### config.mk
export PLATFORM = sky130hd
export DESIGN_NAME = conv_relu_maxpool_flat
export DESIGN_NICKNAME = d
export VERILOG_FILES = /design/src/rtl/conv_pkg.sv /design/src/rtl/conv_relu_maxpool_if.sv /design/src/rtl/pool_line_buffer.sv /design/src/rtl/conv_relu_maxpool.sv /design/src/flat_wrapper.sv
export SDC_FILE = /design/constraint.sdc
export NUM_CORES = 1
export LEC_CHECK = 0
export ABC_CLOCK_PERIOD_IN_PS = 3900
export BUFFER_PORTS_ARGS = -buffer_cell sky130_fd_sc_hd__buf_2
export CAP_MARGIN = 20
export CORE_MARGIN = 2
export CORE_UTILIZATION = 55
export CTS_CLUSTER_DIAMETER = 60
export DETAILED_ROUTE_END_ITERATION = 6
export PLACE_DENSITY = 0.75
export SLEW_MARGIN = 0
export SYNTH_ARGS = -nofsm -noshare
export SYNTH_HDL_FRONTEND = slang
export SYNTH_HIERARCHICAL = 1
export SYNTH_SLANG_ARGS = --single-unit
### constraint.sdc
create_clock -name iCLK -period 3.9 [get_ports iCLK]
set_input_delay 0.39 -clock iCLK [delete_from_list [all_inputs] [get_ports iCLK]]
set_output_delay 0.39 -clock iCLK [all_outputs]
set_load 0.005 [all_outputs]
### src/rtl/conv_pkg.sv
// Shared definitions for the conv post-processing stage: default geometry, derived widths,
// and the ReLU / unsigned-max helpers used by the pooling datapath.
package conv_pkg;

    localparam int unsigned D    = 16;
    localparam int unsigned W_IN = 28;
    localparam int unsigned H_IN = 28;
    localparam int unsigned CW   = $clog2(W_IN);
    localparam int unsigned RW   = $clog2(H_IN);
    localparam int unsigned KW   = $clog2(W_IN / 2);

    // Negative samples clamp to zero; everything downstream is unsigned.
    function automatic logic [D-1:0] relu(input logic [D-1:0] y);
        return y[D-1] ? '0 : y;
    endfunction

    function automatic logic [D-1:0] max_u(input logic [D-1:0] a, input logic [D-1:0] b);
        return (a > b) ? a : b;
    endfunction

endpackage

### src/rtl/conv_relu_maxpool_if.sv
// Sample stream in from the conv engine and pooled stream out; master drives samples.
interface conv_relu_maxpool_if #(
    parameter int unsigned D = conv_pkg::D
);
    logic [D-1:0] iY;
    logic         iValid;
    logic         iSoF;
    logic [D-1:0] oP;
    logic         oValid;
    logic         oFrameDone;

    modport master (output iY, iValid, iSoF, input  oP, oValid, oFrameDone);
    modport slave  (input  iY, iValid, iSoF, output oP, oValid, oFrameDone);
endinterface

### src/rtl/pool_line_buffer.sv
// One pooled-row of horizontal pair maxima, held between the even and odd rows of a window.
module pool_line_buffer #(
    parameter int unsigned D     = conv_pkg::D,
    parameter int unsigned DEPTH = conv_pkg::W_IN / 2,
    parameter int unsigned KW    = conv_pkg::KW
) (
    input  logic          clk,
    input  logic          rst_n,
    input  logic          wr_en,
    input  logic [KW-1:0] wr_idx,
    input  logic [D-1:0]  wr_data,
    input  logic [KW-1:0] rd_idx,
    output logic [D-1:0]  rd_data
);

    logic [D-1:0] mem [DEPTH];

    always_ff @(posedge clk or negedge rst_n) begin
        if (!rst_n) begin
            for (int i = 0; i < int'(DEPTH); i++) mem[i] <= '0;
        end else if (wr_en) begin
            mem[wr_idx] <= wr_data;
        end
    end

    assign rd_data = mem[rd_idx];

endmodule

### src/rtl/conv_relu_maxpool.sv
// ReLU followed by 2x2 stride-2 max pooling over the row-major conv output stream.
module conv_relu_maxpool #(
    parameter int unsigned D    = conv_pkg::D,
    parameter int unsigned W_IN = conv_pkg::W_IN,
    parameter int unsigned H_IN = conv_pkg::H_IN
) (
    input  logic                 iCLK,
    input  logic                 iRSTn,
    conv_relu_maxpool_if.slave   bus
);

    localparam int unsigned CW = (W_IN > 1) ? $clog2(W_IN) : 1;
    localparam int unsigned RW = (H_IN > 1) ? $clog2(H_IN) : 1;
    localparam int unsigned KW = (W_IN > 2) ? $clog2(W_IN / 2) : 1;

    if ((W_IN % 2) != 0 || W_IN < 2) begin : g_bad_w_in
        $error("W_IN must be even and >= 2");
    end
    if ((H_IN % 2) != 0 || H_IN < 2) begin : g_bad_h_in
        $error("H_IN must be even and >= 2");
    end
    if (D != conv_pkg::D) begin : g_bad_d
        $error("D must match conv_pkg::D (helper function width)");
    end

    logic [CW-1:0] col_q;
    logic [CW-1:0] col_eff;
    logic [RW-1:0] row_q;
    logic [RW-1:0] row_eff;
    logic [D-1:0]  pair_q;
    logic [D-1:0]  relu_c;
    logic [D-1:0]  hmax_c;
    logic [D-1:0]  lb_rd;
    logic [KW-1:0] k_idx;
    logic          last_col;
    logic          last_row;
    logic          lb_wr;

    // Start-of-frame overrides the counters for the current sample only.
    always_comb begin
        col_eff  = bus.iSoF ? '0 : col_q;
        row_eff  = bus.iSoF ? '0 : row_q;
        relu_c   = conv_pkg::relu(bus.iY);
        hmax_c   = conv_pkg::max_u(pair_q, relu_c);
        k_idx    = KW'(col_eff >> 1);
        last_col = (col_eff == CW'(W_IN - 1));
        last_row = (row_eff == RW'(H_IN - 1));
        lb_wr    = bus.iValid & col_eff[0] & ~row_eff[0];
    end

    pool_line_buffer #(
        .D     (D),
        .DEPTH (W_IN / 2),
        .KW    (KW)
    ) u_lbuf (
        .clk     (iCLK),
        .rst_n   (iRSTn),
        .wr_en   (lb_wr),
        .wr_idx  (k_idx),
        .wr_data (hmax_c),
        .rd_idx  (k_idx),
        .rd_data (lb_rd)
    );

    always_ff @(posedge iCLK or negedge iRSTn) begin
        if (!iRSTn) begin
            col_q          <= '0;
            row_q          <= '0;
            pair_q         <= '0;
            bus.oP         <= '0;
            bus.oValid     <= 1'b0;
            bus.oFrameDone <= 1'b0;
        end else begin
            bus.oValid     <= 1'b0;
            bus.oFrameDone <= 1'b0;
            if (bus.iValid) begin
                if (!col_eff[0]) begin
                    pair_q <= relu_c;
                end else if (row_eff[0]) begin
                    bus.oP         <= conv_pkg::max_u(lb_rd, hmax_c);
                    bus.oValid     <= 1'b1;
                    bus.oFrameDone <= last_col & last_row;
                end
                // Raster advance with row wrap at the end of the frame.
                if (last_col) begin
                    col_q <= '0;
                    row_q <= last_row ? '0 : row_eff + RW'(1);
                end else begin
                    col_q <= col_eff + CW'(1);
                    row_q <= row_eff;
                end
            end
        end
    end

endmodule

### src/flat_wrapper.sv
// flat-port wrapper written by rule: the top's interface ports become plain ports
module conv_relu_maxpool_flat 
#(
    parameter int unsigned D    = conv_pkg::D,
    parameter int unsigned W_IN = conv_pkg::W_IN,
    parameter int unsigned H_IN = conv_pkg::H_IN
)
  (iCLK, iRSTn, bus_iY, bus_iValid, bus_iSoF, bus_oP, bus_oValid, bus_oFrameDone);
  conv_relu_maxpool_if #(.D(D)) bus_i ();
  input  logic iCLK;
  input  logic iRSTn;
  input wire logic [$bits(bus_i.iY)-1:0] bus_iY;
  input wire logic [$bits(bus_i.iValid)-1:0] bus_iValid;
  input wire logic [$bits(bus_i.iSoF)-1:0] bus_iSoF;
  output wire logic [$bits(bus_i.oP)-1:0] bus_oP;
  output wire logic [$bits(bus_i.oValid)-1:0] bus_oValid;
  output wire logic [$bits(bus_i.oFrameDone)-1:0] bus_oFrameDone;
  assign bus_i.iY = bus_iY;
  assign bus_i.iValid = bus_iValid;
  assign bus_i.iSoF = bus_iSoF;
  assign bus_oP = bus_i.oP;
  assign bus_oValid = bus_i.oValid;
  assign bus_oFrameDone = bus_i.oFrameDone;
  conv_relu_maxpool #(.D(D), .W_IN(W_IN), .H_IN(H_IN)) u_core (.iCLK(iCLK), .iRSTn(iRSTn), .bus(bus_i));
endmodule
After elaboration in Yosys (flattened, before gate mapping)
Index checks and enable logic that the tools add are counted.
{"block": "word_totals", "word_cells": 57, "out_inout_bits": 18, "register_bits": 268}
{"block": "op_classes", "addsub": 2, "n_lt_le_gt_ge": 4, "n_reduce_logical": 3, "bitwise_logic": 6, "n_eq_ne": 2, "n_mux": 20}
{"op": "bitwise mux 224 bit", "count": 1}
{"op": "2-to-1 mux 16 bit", "count": 5}
{"op": "binary-select mux 16 bit (select 4 bit)", "count": 1}
{"op": "demux 16 bit (select 4 bit)", "count": 1}
{"op": "> comparator 16 bit", "count": 2}
{"op": "2-to-1 mux 5 bit", "count": 5}
{"op": "2-to-1 mux 15 bit", "count": 1}
{"op": "adder 5 x 1 -> 5 bit (second input constant)", "count": 2}
{"op": "equality test 5 bit (second input constant)", "count": 2}
{"op": "2-to-1 mux 1 bit", "count": 6}
{"op": ">= comparator 5 bit (second input constant)", "count": 1}
{"op": "< comparator 5 x 1 -> 1 bit (second input constant)", "count": 1}
{"op": "NOT 4 -> 5 bit", "count": 1}
{"op": "bitwise AND 1 bit", "count": 3}
{"op": "AND reduction 3 bit", "count": 1}
{"op": "NOT 1 bit", "count": 2}
{"op": "AND reduction 2 bit", "count": 1}
{"op": "logical AND 1 bit", "count": 1}

Logic depth before layout (Yosys ltp)
Gate-level depths: netlist of run 1.
{"block": "logic_depth", "ltp_word": 7, "depth_mapped": 20, "ltp_nobuf": 15}

Modules after synthesis
The synthesis of run 1 kept the hierarchy.
{"module": "pool_line_buffer", "area_per_inst_um2": 10371.2, "n_inst": 1, "cells_per_inst": 669}
{"module": "conv_relu_maxpool", "area_per_inst_um2": 2940.3, "n_inst": 1, "cells_per_inst": 330}

Worst setup path before layout of run 1
Ideal clock, no wire load.
{"block": "synth_path", "path_type": "input to register", "from": "input port bus_iSoF", "to": "register u_core.bus.oP[13]", "setup_ns": 0.090, "t_arrival_ns": 4.067, "n_path_buf": 6, "slack_ns": -0.258, "required_ns": 3.810, "cell_stages": 17, "cell_sequence": "clkbuf_1 buf_1 nor2_1 clkbuf_1 buf_1 mux4_2 a22oi_1 o311ai_0 ha_1 nand4b_4 nor4_2 a21boi_0 o31ai_1 or2_1 buf_2 buf_2 o221ai_1"}
{"block": "synth_via", "elab_chain_len": 7, "elab_cells_between_ends": 9, "classes_between": "order compare (1); mux (6); bitwise (1); reduce/logical (1)"}
{"element": "start: declaration", "line": "flat_wrapper.sv:14", "text": "input wire logic [$bits(bus_i.iSoF)-1:0] bus_iSoF;"}
{"element": "2-to-1 mux 5 bit (*)", "line": "conv_relu_maxpool.sv:41", "text": "col_eff = bus.iSoF ? '0 : col_q;"}
{"element": "via u_core.col_eff[2]", "line": "conv_relu_maxpool.sv:27", "text": "logic [CW-1:0] col_eff;"}
{"element": "NOT 4 -> 5 bit (implied by the code) (*)", "line": "pool_line_buffer.sv:26", "text": "assign rd_data = mem[rd_idx];"}
{"element": "binary-select mux 16 bit (select 4 bit) (*)", "line": "pool_line_buffer.sv:26"}
{"element": "2-to-1 mux 16 bit (implied by the code) (*) (2 in series)", "line": "pool_line_buffer.sv:26"}
{"element": "via u_core.lb_rd[13]", "line": "conv_relu_maxpool.sv:33", "text": "logic [D-1:0] lb_rd;"}
{"element": "> comparator 16 bit", "line": "conv_pkg.sv:18", "text": "return (a > b) ? a : b;"}
{"element": "2-to-1 mux 16 bit (*)", "line": "conv_pkg.sv:18"}
{"element": "end signal: assignment", "line": "conv_relu_maxpool.sv:80", "text": "bus.oP <= conv_pkg::max_u(lb_rd, hmax_c);"}
{"element": "end: declaration", "line": "conv_relu_maxpool_if.sv:13", "text": "modport slave (input iY, iValid, iSoF, output oP, oValid, oFrameDone);"}
The timed path passes the listed nets; every way through them passes the cells marked *. The select of a mux whose other input is x is not followed.
A chain may end at the register's enable or synchronous reset.

Worst setup path after layout of run 1
{"block": "layout_path", "from": "register u_core.col_q[1]", "to": "register u_core.bus.oP[11]"}
{"block": "layout_via", "elab_chain_len": 7}
{"element": "start: declaration", "line": "conv_relu_maxpool.sv:26", "text": "logic [CW-1:0] col_q;"}
{"element": "start signal: assignment", "line": "conv_relu_maxpool.sv:89", "text": "col_q <= col_eff + CW'(1);"}
{"element": "2-to-1 mux 5 bit", "line": "conv_relu_maxpool.sv:41"}
{"element": "via u_core.col_eff[1]", "line": "conv_relu_maxpool.sv:27"}
{"element": "NOT 4 -> 5 bit (implied by the code)", "line": "pool_line_buffer.sv:26"}
{"element": "binary-select mux 16 bit (select 4 bit)", "line": "pool_line_buffer.sv:26"}
{"element": "2-to-1 mux 16 bit (implied by the code) (2 in series)", "line": "pool_line_buffer.sv:26"}
{"element": "via u_core.lb_rd[14]", "line": "conv_relu_maxpool.sv:33"}
{"element": "> comparator 16 bit", "line": "conv_pkg.sv:18"}
{"element": "2-to-1 mux 16 bit", "line": "conv_pkg.sv:18"}
The timed path passes the listed nets, and every way through them passes these cells. The select of a mux whose other input is x is not followed.

==> results of run 1 <==
==> logic make-up after synthesis <==
family                   share of synthesized area [%]
XOR/XNOR                                        0.0658
buffers and inverters                             4.36
AO/OA/AOI/OAI                                     6.77
multiplexers                                      30.0
other                                           0.0282
AND/OR/NAND/NOR                                   5.61
flip-flops                                        50.2
adder cells (fa/ha/maj)                           3.01
==> state kept, by name, indices dropped and copies added, names as in the netlist <==
| register | flops |
|---|---|
| u_core/bus.oFrameDone | 1 |
| u_core/bus.oValid | 1 |
| u_core/pair_q | 15 |
| u_core/u_lbuf/mem | 224 |
| u_core/row_q | 5 |
| u_core/col_q | 5 |
| u_core/bus.oP | 16 |
==> layer usage <==
metal  GRT usage [%]  vias up  share of wire (%)
li1                -     3885                  -
met1            36.2     4520                 45
met2            39.4      232                 48
met3            3.36       53                5.0
met4            5.66        0                2.2
met5               0        -                  0
==> worst max-delay path: cells and delay by family, from the launching register on <==
kind / cells / cell delay [ns]
flops: 1 / 0.37
fa+ha+maj: 1 / 0.33
buf+inv: 4 / 0.62
compound gates: 5 / 0.91
mux: 1 / 0.51
simple gates: 4 / 0.94
==> stage by stage <==
stage	total power, mW	setup slack, ns	setup TNS [ns]
final	8.11	0.105	0
after global routing	8.48	-0.0762	-0.714
after CTS	7.96	0.000104	0
after detailed placement	5.10	-0.341	-4.86
after global placement	5.05	-0.242	-3.55
after floorplan	4.48	0.00533	0
==> what timing repair did <==
action | CTS | global route
setup buffers | 0 | 12
pin swaps | 0 | 11
hold buffers | 1 | 0
endpoints found under the setup margin | 15 | 15
gates resized for setup | 2 | 38
cloned | 0 | 2
endpoints found under the hold margin | 82 | 0
==> power breakdown <==
part           total (mW)  internal, mW  switching (mW)
registers            3.25          3.08           0.171
logic                2.00          1.00            1.00
clock network        2.85          1.77            1.08
==> cell usage after synthesis (11+ instances only) <==
cell type,n
nor2_1,12
buf_2,14
mux2_4,20
inv_1,49
o21ai_0,40
mux2i_1,49
clkbuf_1,31
a21oi_1,24
nand2_1,54
dfrtp_1,267
mux4_2,39
o221ai_1,15
mux2_2,206
ha_1,32
nand2b_1,17
buf_6,11
==> path summary, 6_finish.rpt <==
| path | from | end | slack, ns | cells after the start |
|---|---|---|---|---|
| hold / removal | bus_iValid | u_core/col_q[2]$_DFFE_PN0P_ | 0.18 | 2 |
| setup / recovery | u_core/col_q[1]$_DFFE_PN0P_ | u_core/bus.oP[11]$_DFFE_PN0P_ | 0.11 | 15 |
| setup reg to reg | u_core/col_q[1]$_DFFE_PN0P_ | u_core/bus.oP[11]$_DFFE_PN0P_ | 0.11 | 15 |
| max in group asynchronous | iRSTn | u_core/u_lbuf/mem[86]$_DFFE_PN0P_ | 2.43 | 3 |
| min in group asynchronous | iRSTn | u_core/row_q[1]$_DFFE_PN0P_ | 0.42 | 2 |
| hold reg to reg | u_core/bus.oP[15]$_DFFE_PN0P_ | u_core/bus.oP[15]$_DFFE_PN0P_ | 0.50 | 2 |
==> layout make-up <==
type | instances | area, sq um
Clock buffer | 41 | 851
Clock inverter | 9 | 155
Fill cell | 1717 | 7740
Inverter | 50 | 188
Multi-Input combinational cell | 619 | 6320
Sequential cell | 267 | 6680
Tap cell | 319 | 399
Timing Repair Buffer | 155 | 1280
==> metrics.md, run 1 <==
| Metric | Value |
|---|---|
| Status | finished clean |
| Dpl cells | ~1.4k |
| CTS Buffer Depth | 3 |
| Synthesized cell area | 0.0133 sq mm |
| Gpl congestion | 0.845 |
| Cell repeated most along the worst path | buf_12 |
| CP Data Required Time | 4.35 ns |
| Total track usage | ~25% |
| Setup-failing EPs final | 0 |
| Initial antenna violation count | 0 |
| Post-synth ARST share | between 90% and 100% |
| Most frequent cells in the layout | dfrtp_1 (266), mux2_2 (206), buf_4 (100) |
| Slew @ Worst Pin | 1.03 ns |
| First-pass DRT Iterations | 4 |
| Fin crit share | approximately 97% |
| Max stage delay on crit path | 0.51 ns |
| Final Net Count | 1173 |
| Final slew viol count | 0 |
| CTS tree | done |
| Initial Util | 56.4% |
| Fmax | 0.264 GHz |
| Die width | 160 um |
| Detail-routed via count per cell | 5.95 |
| # clock sinks | 267 |
| Global-route wire length before repair | ~50000 um |
| Core Util, Final | roughly two thirds |
| Most common cell after layout, fill and taps aside | dfrtp_1 |
| Synth warn | 6 |
| Final Hold Fails | 0 |
| ANT cells | 0 |
| Register area share after synthesis | about half |
| # rows | 56 |
| Post-synth top area cell | dfrtp_1 |
| Hold Path Class | in2reg |
| Top cells by area, synth | dfrtp_1 (50%), mux2_2 (17%), mux4_2 (6.6%), mux2i_1 (3.7%), ha_1 (3.0%) |
| Total grt overflow | 0 |
| Power Dens Cells | about 510 mW/mm^2 |
| Die height | 160 um |
| Area growth syn-to-layout | 19.3% |
| Critical path type | reg2reg |
| Iteration-0 DRC count of the detailed router | 720 |
| Max IR drop VDD | 433 uV |
| Die footprint | 0.0255 sq mm |
| #FFs+latches synth | about 270 |
| Final non-filler cell total | 1460 |
| Slew HR | 31.5% |
| Instance count of the mapped netlist | 999 |
| Crit path cell chain | nor2b_4 -> buf_12 -> buf_12 -> mux4_2 -> a22oi_2 -> o311ai_0 -> buf_4 -> ha_1 -> nand4b_4 -> nor4_4 -> a21boi_2 -> o31ai_2 -> or2_4 -> buf_12 -> o221ai_1 |
| Post-synthesis cell type count | 59 |
| Vias in the first global route | 8835 |
| Root buf cell | clkbuf_16 |
| Setup crit end kind | flip-flop |
| Lkg Pwr | 7.72 nW |
| Largest net degree at the start of global routing | a little over 90 |
| Remaining DRCs | 0 |
| Worst setup SP type | flip-flop |
| RSZ-0062 raised after global routing | yes |
| Core Region | 0.0236 sq mm |
| Max Cap Viol | 0 |
| Total wire length | about 32000 um |
| Share of the synthesized area in the top cell type | 50.2% |
| CP max FO | 11 |
| Worst-skew pair later-pin latency | 0.54 ns |
| I/O pins | 38 |
| Crit path time final | ~3.8 ns |
| H-tree levels | 1 |
| DRT antenna net count | 0 |
| Critical path arrival | 4.24 ns |
| Layout cell share with drive strength beyond 1 | 45.1% |
| Via count | approximately 8.7k |
| Top FF cell, synth | dfrtp_1 |
| Finished Cell Area | 0.0159 sq mm |
| HPWL Detailed | around 21000 um |
| Slowest-stage cell, CP | mux4_2 |
| CTS Buf Count | 28 |
| Worst-path clk slew | 0.06 ns |
| EDFF count, synth | 0 |
| Fin Clk Skew | between 0.009 and 0.01 ns |
| Mean Syn Cell Area | about 13 sq um |
| Min Hold Slack | 0.182 ns |
| Wire per inst | around 22 um |
| Area after DPL | 0.0145 sq mm |
| Input/output buffers | 37 |
Power figures use the tool's default switching activity.
==> run 2: changes to the inputs <==
--- a/config.mk
+++ b/config.mk
@@ -12,7 +12,7 @@
 export CORE_UTILIZATION = 55
 export CTS_CLUSTER_DIAMETER = 60
 export DETAILED_ROUTE_END_ITERATION = 6
-export PLACE_DENSITY = 0.75
+export PLACE_DENSITY = 0.78
 export SLEW_MARGIN = 0
 export SYNTH_ARGS = -nofsm -noshare
 export SYNTH_HDL_FRONTEND = slang
==> run 2 against run 1 <==
  * Register-to-register slack gained 0.03 ns
  * Design area shrank 1.9%
  * Sequential power is essentially flat
  * Clock power shrank 5%
  * Die area is the same
  * Combinational power shrank 4%
  * Sequential share of layout area grew 0.83 points
  * Worst setup slack gained 0.030 ns
  * Critical path depth shrank 2
  * Largest power group unchanged
  * Fmax grew 0.80%
==> metrics.md, run 2 (synthesized netlist as in run 1, its figures left out) <==
| Metric | Value |
|---|---|
| RR Endpoint | u_core/bus.oP[14]$_DFFE_PN0P_ (was u_core/bus.oP[11]$_DFFE_PN0P_) |
| CTS tree | done (unchanged) |
| First-pass DRT Iterations | 5 (was 4) |
| Switching power | 2.20 mW (was 2.26 mW) |
| Worst-path clk slew | 0.06 ns (about the same) |
| Vias in the first global route | 9056 (was 8835) |
| Critical path arrival | 4.21 ns (was 4.24 ns) |
| Die width | 160 um (unchanged) |
| Final Hold Fails | 0 (unchanged) |
| Fin Setup TNS | 0 ns (unchanged) |
| I/O pins | 38 (unchanged) |
| Total grt overflow | 0 (unchanged) |
| Share of total power in combinational logic | 24.4% (was 24.7%) |
| Lkg Pwr | 7.59 nW (was 7.72 nW) |
| Largest register FFs | 224 (unchanged) |
| Area growth syn-to-layout | 16.9% (was 19.3%) |
| Seq pwr share | 41.4% (was 40.1%) |
| Internal Power | 5.69 mW (was 5.85 mW) |
| Final Net Count | 1161 (was 1173) |
| Setup Buffers After CTS | 0 (unchanged) |
| Final slew viol count | 0 (unchanged) |
| Initial Util | 56.4% (unchanged) |
| RSZ-0062 raised after global routing | yes (unchanged) |
| Fin Clk Skew | 0.0169 ns (was 0.00936 ns) |
| Worst setup SP type | flip-flop (unchanged) |
| CTS Buffer Depth | 3 (unchanged) |
| Initial antenna violation count | 0 (unchanged) |
| Final setup margin | 0.135 ns (was 0.105 ns) |
| Root buf cell | clkbuf_16 (unchanged) |
| Setup-failing EPs final | 0 (unchanged) |
| CP max FO | 12 (was 11) |
| Gpl congestion | 0.842 (was 0.845) |
| HPWL Detailed | 20900 um (was 20800 um) |
| Place WS | -0.501 ns (was -0.341 ns) |
| Hold Path Class | in2reg (unchanged) |
| Critical Path End | u_core/bus.oP[14]$_DFFE_PN0P_ (was u_core/bus.oP[11]$_DFFE_PN0P_) |
| Most frequent cells in the layout | dfrtp_1 (267), mux2_2 (206), buf_4 (92) (was dfrtp_1 (266), mux2_2 (206), buf_4 (100)) |
| Power Dens Cells | 507 mW/mm^2 (was 511 mW/mm^2) |
| Via count | 8667 (was 8690) |
| Top reg by flops | u_core/u_lbuf/mem (unchanged) |
| Worst setup path startpoint | u_core/col_q[1]$_DFFE_PN0P_ (unchanged) |
| Core Util, Final | 65.9% (was 67.2%) |
| Die footprint | 0.0255 sq mm (unchanged) |
| Setup crit end kind | flip-flop (unchanged) |
| ANT cells | 0 (unchanged) |
| Slew @ Worst Pin | 0.890 ns (was 1.03 ns) |
| Reg2Reg Launch Point | u_core/col_q[1]$_DFFE_PN0P_ (unchanged) |
| Sw Share | 27.9% (was 27.8%) |
| Critical path type | reg2reg (unchanged) |
| Min Hold Slack | 0.201 ns (was 0.182 ns) |
| Iteration-0 DRC count of the detailed router | 746 (was 720) |
| DRT antenna net count | 0 (unchanged) |
| H-tree levels | 1 (unchanged) |
| Slew HR | 40.7% (was 31.5%) |
| Core Region | 0.0236 sq mm (unchanged) |
| Crit path time final | 3.76 ns (was 3.79 ns) |
| Worst-skew pair later-pin latency | 0.54 ns (about the same) |
| Tot Pwr | 7.90 mW (was 8.11 mW) |
| CTS Buf Count | 28 (unchanged) |
| Input/output buffers | 37 (unchanged) |
| Max Cap Viol | 0 (unchanged) |
| Biggest regs | u_core/u_lbuf/mem (224), u_core/bus.oP (16), u_core/pair_q (15) (unchanged) |
| Total wire length | 31300 um (was 31600 um) |
| Status | finished clean (unchanged) |
| Largest net degree at the start of global routing | 115 (was 91) |
| Total track usage | 25.1% (was 24.7%) |
| Fmax | 0.266 GHz (was 0.264 GHz) |
| Most common cell after layout, fill and taps aside | dfrtp_1 (unchanged) |
| CP Data Required Time | 4.35 ns (about the same) |
| R2r setup slk | 0.14 ns (was 0.11 ns) |
| # rows | 56 (unchanged) |
| Die height | 160 um (unchanged) |
| Fin crit share | 96.5% (was 97.3%) |
| Global-route wire length before repair | 50700 um (was 49900 um) |
| Wire per inst | 21.6 um (about the same) |
| Worst r2r path cells | 13 (was 15) |
| Power share of the clock group | 34.3% (was 35.2%) |
| Layout cell share with drive strength beyond 1 | 43.8% (was 45.1%) |
| Max IR drop VDD | 370 uV (was 433 uV) |
| Remaining DRCs | 0 (unchanged) |
| Detail-routed via count per cell | 5.98 (was 5.95) |
| # clock sinks | 267 (unchanged) |
-- run 2: cell count changes in the layout (fill, tap and decap cells not counted), sizes merged --
| cell | change |
|---|---|
| bufinv | -3 |
| clkbuf | +1 |
| inv | +1 |
| buf | -11 |
| or2 | +1 |
| clkinv | +1 |
-- run 2: power by group through the flow --
| stage | Clock [mW] | Combinational, mW | Sequential (mW) |
|---|---|---|---|
| 6_report | 2.71 | 1.92 | 3.27 |
| 5_1_grt | 2.87 | 2.09 | 3.30 |
| 4_1_cts | 2.75 | 1.87 | 3.26 |
| 3_5_place_dp | 0 | 1.84 | 3.30 |
| 3_3_place_gp | 0 | 1.79 | 3.28 |
| 2_1_floorplan | 0 | 1.24 | 3.24 |
-- run 2: timing repair --
action,in CTS,in global routing
endpoints found under the hold margin,42,0
hold buffers,1,0
endpoints found under the setup margin,15,15
resized for setup,6,22
cloned,0,1
pin swaps,0,2
-- run 2: final cells by class --
type,count,area [sq um]
Multi-Input combinational cell,620,6200
Inverter,50,188
Timing Repair Buffer,142,1140
Sequential cell,267,6680
Fill cell,1689,8050
Clock buffer,44,892
Tap cell,319,399
Clock inverter,8,71.3
-- run 2: metrics by stage --
| stage | area (sq um) | cells |
|---|---|---|
| after CTS | 15500 | 1449 |
| after global placement | 14500 | 1396 |
| after detailed placement | 14500 | 1396 |
| after global routing | 15600 | 1450 |
| after floorplan | 13400 | 1003 |
| final | 15600 | 1450 |
-- run 2: how the worst min path moves through the flow --
stage                                              from                              end  slack, ns  cells past startpoint
after floorplan                                   iRSTn  u_core/bus.oFrameDone$_DFF_PN0_       0.09                      0
after global placement    u_core/bus.oP[15]$_DFFE_PN0P_    u_core/bus.oP[15]$_DFFE_PN0P_       0.46                      2
after detailed placement  u_core/bus.oP[15]$_DFFE_PN0P_    u_core/bus.oP[15]$_DFFE_PN0P_       0.46                      2
after CTS                                    bus_iValid      u_core/col_q[2]$_DFFE_PN0P_       0.18                      2
after global routing                         bus_iValid      u_core/col_q[2]$_DFFE_PN0P_       0.23                      2
final                                        bus_iValid      u_core/col_q[2]$_DFFE_PN0P_       0.20                      2
-- run 2: metal layers --
layer | up-vias | share of wire [%] | wire, um | GRT usage, %
met5 | - | 0 | 0 | 0
met4 | 0 | 2.8 | 878 | 7.69
met3 | 51 | 5.3 | 1650 | 3.49
met2 | 272 | 47 | 14800 | 40.4
met1 | 4481 | 45 | 13900 | 35.6
li1 | 3863 | - | - | -
-- run 2: worst max-delay path, stage by stage, from the launching register on --
cell and delay [ns]:
dfrtp_1 0.38, nor2b_4 0.22, buf_12 0.18, buf_4 0.20
mux4_2 0.53, a22oi_2 0.26, o311ai_2 0.19, ha_1 0.33
nand4_1 0.14, nor4_4 0.37, a21boi_2 0.26, o31ai_2 0.12
or2_4 0.30, o221ai_1 0.19
==> run 3: changes to the inputs <==
--- a/config.mk
+++ b/config.mk
@@ -8,6 +8,7 @@
 export ABC_CLOCK_PERIOD_IN_PS = 3900
 export BUFFER_PORTS_ARGS = -buffer_cell sky130_fd_sc_hd__buf_2
 export CAP_MARGIN = 20
+export CORE_ASPECT_RATIO = 0.75
 export CORE_MARGIN = 2
 export CORE_UTILIZATION = 55
 export CTS_CLUSTER_DIAMETER = 60
==> constraint.sdc (replaced) <==
create_clock -name iCLK -period 3.9 [get_ports iCLK]
set_input_delay 0 -clock iCLK [delete_from_list [all_inputs] [get_ports iCLK]]
set_output_delay 0 -clock iCLK [all_outputs]
set_load 0.005 [all_outputs]
==> run 3 against run 2 <==
  * The run now ends with setup timing left
  * Worst hold slack got worse by 0.14 ns
  * Sequential share of layout area is essentially flat
  * Flip-flop and latch count stayed put
  * Global-route usage up 0.68 points
  * Register-to-register slack worse by 0.14 ns
  * First-iteration DRC count up 14%
  * Sequential power about the same
  * Cell count shrank 1.6%
  * Non-clock buffer count down 4
  * Critical endpoint is now u_core/bus.oP[12]$_DFFE_PN0P_
  * Largest cell class unchanged
==> metrics.md, run 3 (synthesized netlist as in run 1, its figures left out) <==
| Metric | Value |
|---|---|
| CP max FO | 7 (was 12) |
| CTS tree | done (unchanged) |
| Remaining DRCs | 0 (unchanged) |
| # clock sinks | 267 (unchanged) |
| Worst setup SP type | flip-flop (unchanged) |
| First-pass DRT Iterations | 5 (unchanged) |
| Final Net Count | 1154 (was 1161) |
| Worst-path clk slew | 0.07 ns (was 0.06 ns) |
| Gpl congestion | 0.849 (was 0.842) |
| Final non-filler cell total | 1427 (was 1450) |
| Hold Path Class | in2reg (unchanged) |
| Via count | 8819 (was 8667) |
| Setup crit end kind | flip-flop (unchanged) |
| Core Region | 0.0238 sq mm (was 0.0236 sq mm) |
| Failing checks | setup timing |
| Crit path time final | 3.90 ns (was 3.76 ns) |
| Final setup margin | -0.00110 ns (was 0.135 ns) |
| Biggest regs | u_core/u_lbuf/mem (224), u_core/bus.oP (16), u_core/pair_q (15) (unchanged) |
| Max IR drop VDD | 370 uV (about the same) |
| Iteration-0 DRC count of the detailed router | 850 (was 746) |
| Global-route wire length before repair | 51400 um (was 50700 um) |
| Input/output buffers | 37 (unchanged) |
| Worst-skew pair later-pin latency | 0.53 ns (was 0.54 ns) |
| Total grt overflow | 0 (unchanged) |
| Die footprint | 0.0255 sq mm (about the same) |
| Status | complete, but fails checks (was finished clean) |
| Slew @ Worst Pin | 0.901 ns (was 0.890 ns) |
| Layout cell share with drive strength beyond 1 | 42.3% (was 43.8%) |
| Fmax | 0.256 GHz (was 0.266 GHz) |
| Max Cap Viol | 0 (unchanged) |
| Top reg by flops | u_core/u_lbuf/mem (unchanged) |
| Min Hold Slack | 0.0639 ns (was 0.201 ns) |
| RSZ-0062 raised after global routing | yes (unchanged) |
| Slew HR | 39.1% (was 40.7%) |
| Total wire length | 33100 um (was 31300 um) |
| Detail-routed via count per cell | 6.18 (was 5.98) |
| # rows | 49 (was 56) |
| HPWL Detailed | 21300 um (was 20900 um) |
| Fin Setup TNS | -0.00199 ns (was 0 ns) |
| Tot Pwr | 7.82 mW (was 7.90 mW) |
| Fin crit share | 100% (was 96.5%) |
| Largest net degree at the start of global routing | 100 (was 115) |
| CTS Buf Count | 26 (was 28) |
| Fin Clk Skew | 0.0166 ns (was 0.0169 ns) |
| I/O pins | 38 (unchanged) |
| DRT antenna net count | 0 (unchanged) |
| Power Dens Cells | 503 mW/mm^2 (was 507 mW/mm^2) |
| Die height | 139 um (was 160 um) |
| Die width | 184 um (was 160 um) |
| Total track usage | 25.7% (was 25.1%) |
| Final slew viol count | 0 (unchanged) |
| ANT cells | 0 (unchanged) |
| CTS Buffer Depth | 3 (unchanged) |
| Critical path type | reg2reg (unchanged) |
| Largest register FFs | 224 (unchanged) |
| CP Data Required Time | 4.31 ns (was 4.35 ns) |
| Lkg Pwr | 7.46 nW (was 7.59 nW) |
| Final Hold Fails | 0 (unchanged) |
| Setup-failing EPs final | 2 (was 0) |
| Vias in the first global route | 9177 (was 9056) |
| Initial Util | 55.8% (was 56.4%) |
| Initial antenna violation count | 0 (unchanged) |
| Root buf cell | clkbuf_16 (unchanged) |
| H-tree levels | 1 (unchanged) |
| Most frequent cells in the layout | dfrtp_1 (265), mux2_2 (206), buf_4 (71) (was dfrtp_1 (267), mux2_2 (206), buf_4 (92)) |
| Critical path arrival | 4.31 ns (was 4.21 ns) |
| Dpl cells | 1335 (was 1396) |
| Area growth syn-to-layout | 16.9% (about the same) |
| Wire per inst | 23.2 um (was 21.6 um) |
| Most common cell after layout, fill and taps aside | dfrtp_1 (unchanged) |
[run 3: cell types whose count changed in the layout (fill, tap and decap cells not counted), sizes merged]
cell / change
dlygate4sd3: +17
clkinv: -2
buf: -21
or2: -1
clkinvlp: +4
clkbuf: -7
inv: -1
bufinv: +1
[run 3: routing by layer]
metal  up-vias  share of wire [%]  global-route usage [%]
met5         -                  0                       0
met4         0                1.8                    5.52
met3        54                7.9                    4.65
met2       346                 46                    39.6
met1      4565                 44                    38.6
li1       3854                  -                       -
[run 3: repair_timing]
item                                    CTS  global route
hold endpoints to repair                120             0
buffers inserted                         10            17
gates resized for setup                   3            39
hold buffers                             18             0
pin swaps                                 1             3
endpoints found under the setup margin   15            15
[run 3: worst paths after layout]
check,startpoint,end,slack [ns],cells past startpoint
max,u_core/pair_q[10]$_DFFE_PN0P_,u_core/bus.oP[12]$_DFFE_PN0P_,-0.001,17
min,bus_iY[15],u_core/pair_q[8]$_DFFE_PN0P_,0.06,3
max reg2reg,u_core/pair_q[10]$_DFFE_PN0P_,u_core/bus.oP[12]$_DFFE_PN0P_,-0.001,17
min reg2reg,u_core/bus.oP[15]$_DFFE_PN0P_,u_core/bus.oP[15]$_DFFE_PN0P_,0.48,2
max in group asynchronous,iRSTn,u_core/u_lbuf/mem[37]$_DFFE_PN0P_,2.81,3
min in group asynchronous,iRSTn,u_core/pair_q[7]$_DFFE_PN0P_,0.08,2
[run 3: critical path: stages (launching register included)]
cell	delay, ns
dfrtp_1	0.39
ha_1	0.32
nand4_1	0.25
buf_4	0.23
nor2_1	0.14
a2bb2oi_2	0.10
a31oi_4	0.22
buf_12	0.16
buf_12	0.15
mux2i_4	0.29
ha_1	0.29
a21oi_2	0.15
nor3_1	0.06
a211o_1	0.27
o31ai_2	0.27
or2_1	0.17
buf_4	0.18
o221ai_1	0.13
[run 3: metrics by stage]
step | cell area, sq um | setup slack, ns | util [%]
floorplan | 13300 | 0.132 | -
global placement | 14000 | 0.0858 | 58.8
detailed placement | 14000 | -0.164 | 58.8
CTS | 15200 | 0.00244 | 63.6
global route | 15600 | -0.161 | 65.2
finish | 15600 | -0.00110 | 65.2
[run 3: area by class of cell]
| cell class | count | area [sq um] |
|---|---|---|
| fillers | 1634 | 8290 |
| flip-flops and latches | 267 | 6680 |
| multi-input cells | 619 | 6320 |
| repair buffers | 138 | 1140 |
| clock buffers | 37 | 733 |
| well taps | 306 | 383 |
| inverters | 50 | 188 |
| clock inverters | 10 | 113 |
[run 3: power by group]
group,total [mW],leakage [nW],switching [mW],internal [mW]
Combinational,2.05,3.41,1.04,1.00
Sequential,3.27,3.66,0.185,3.08
Clock,2.51,0.397,1.06,1.44
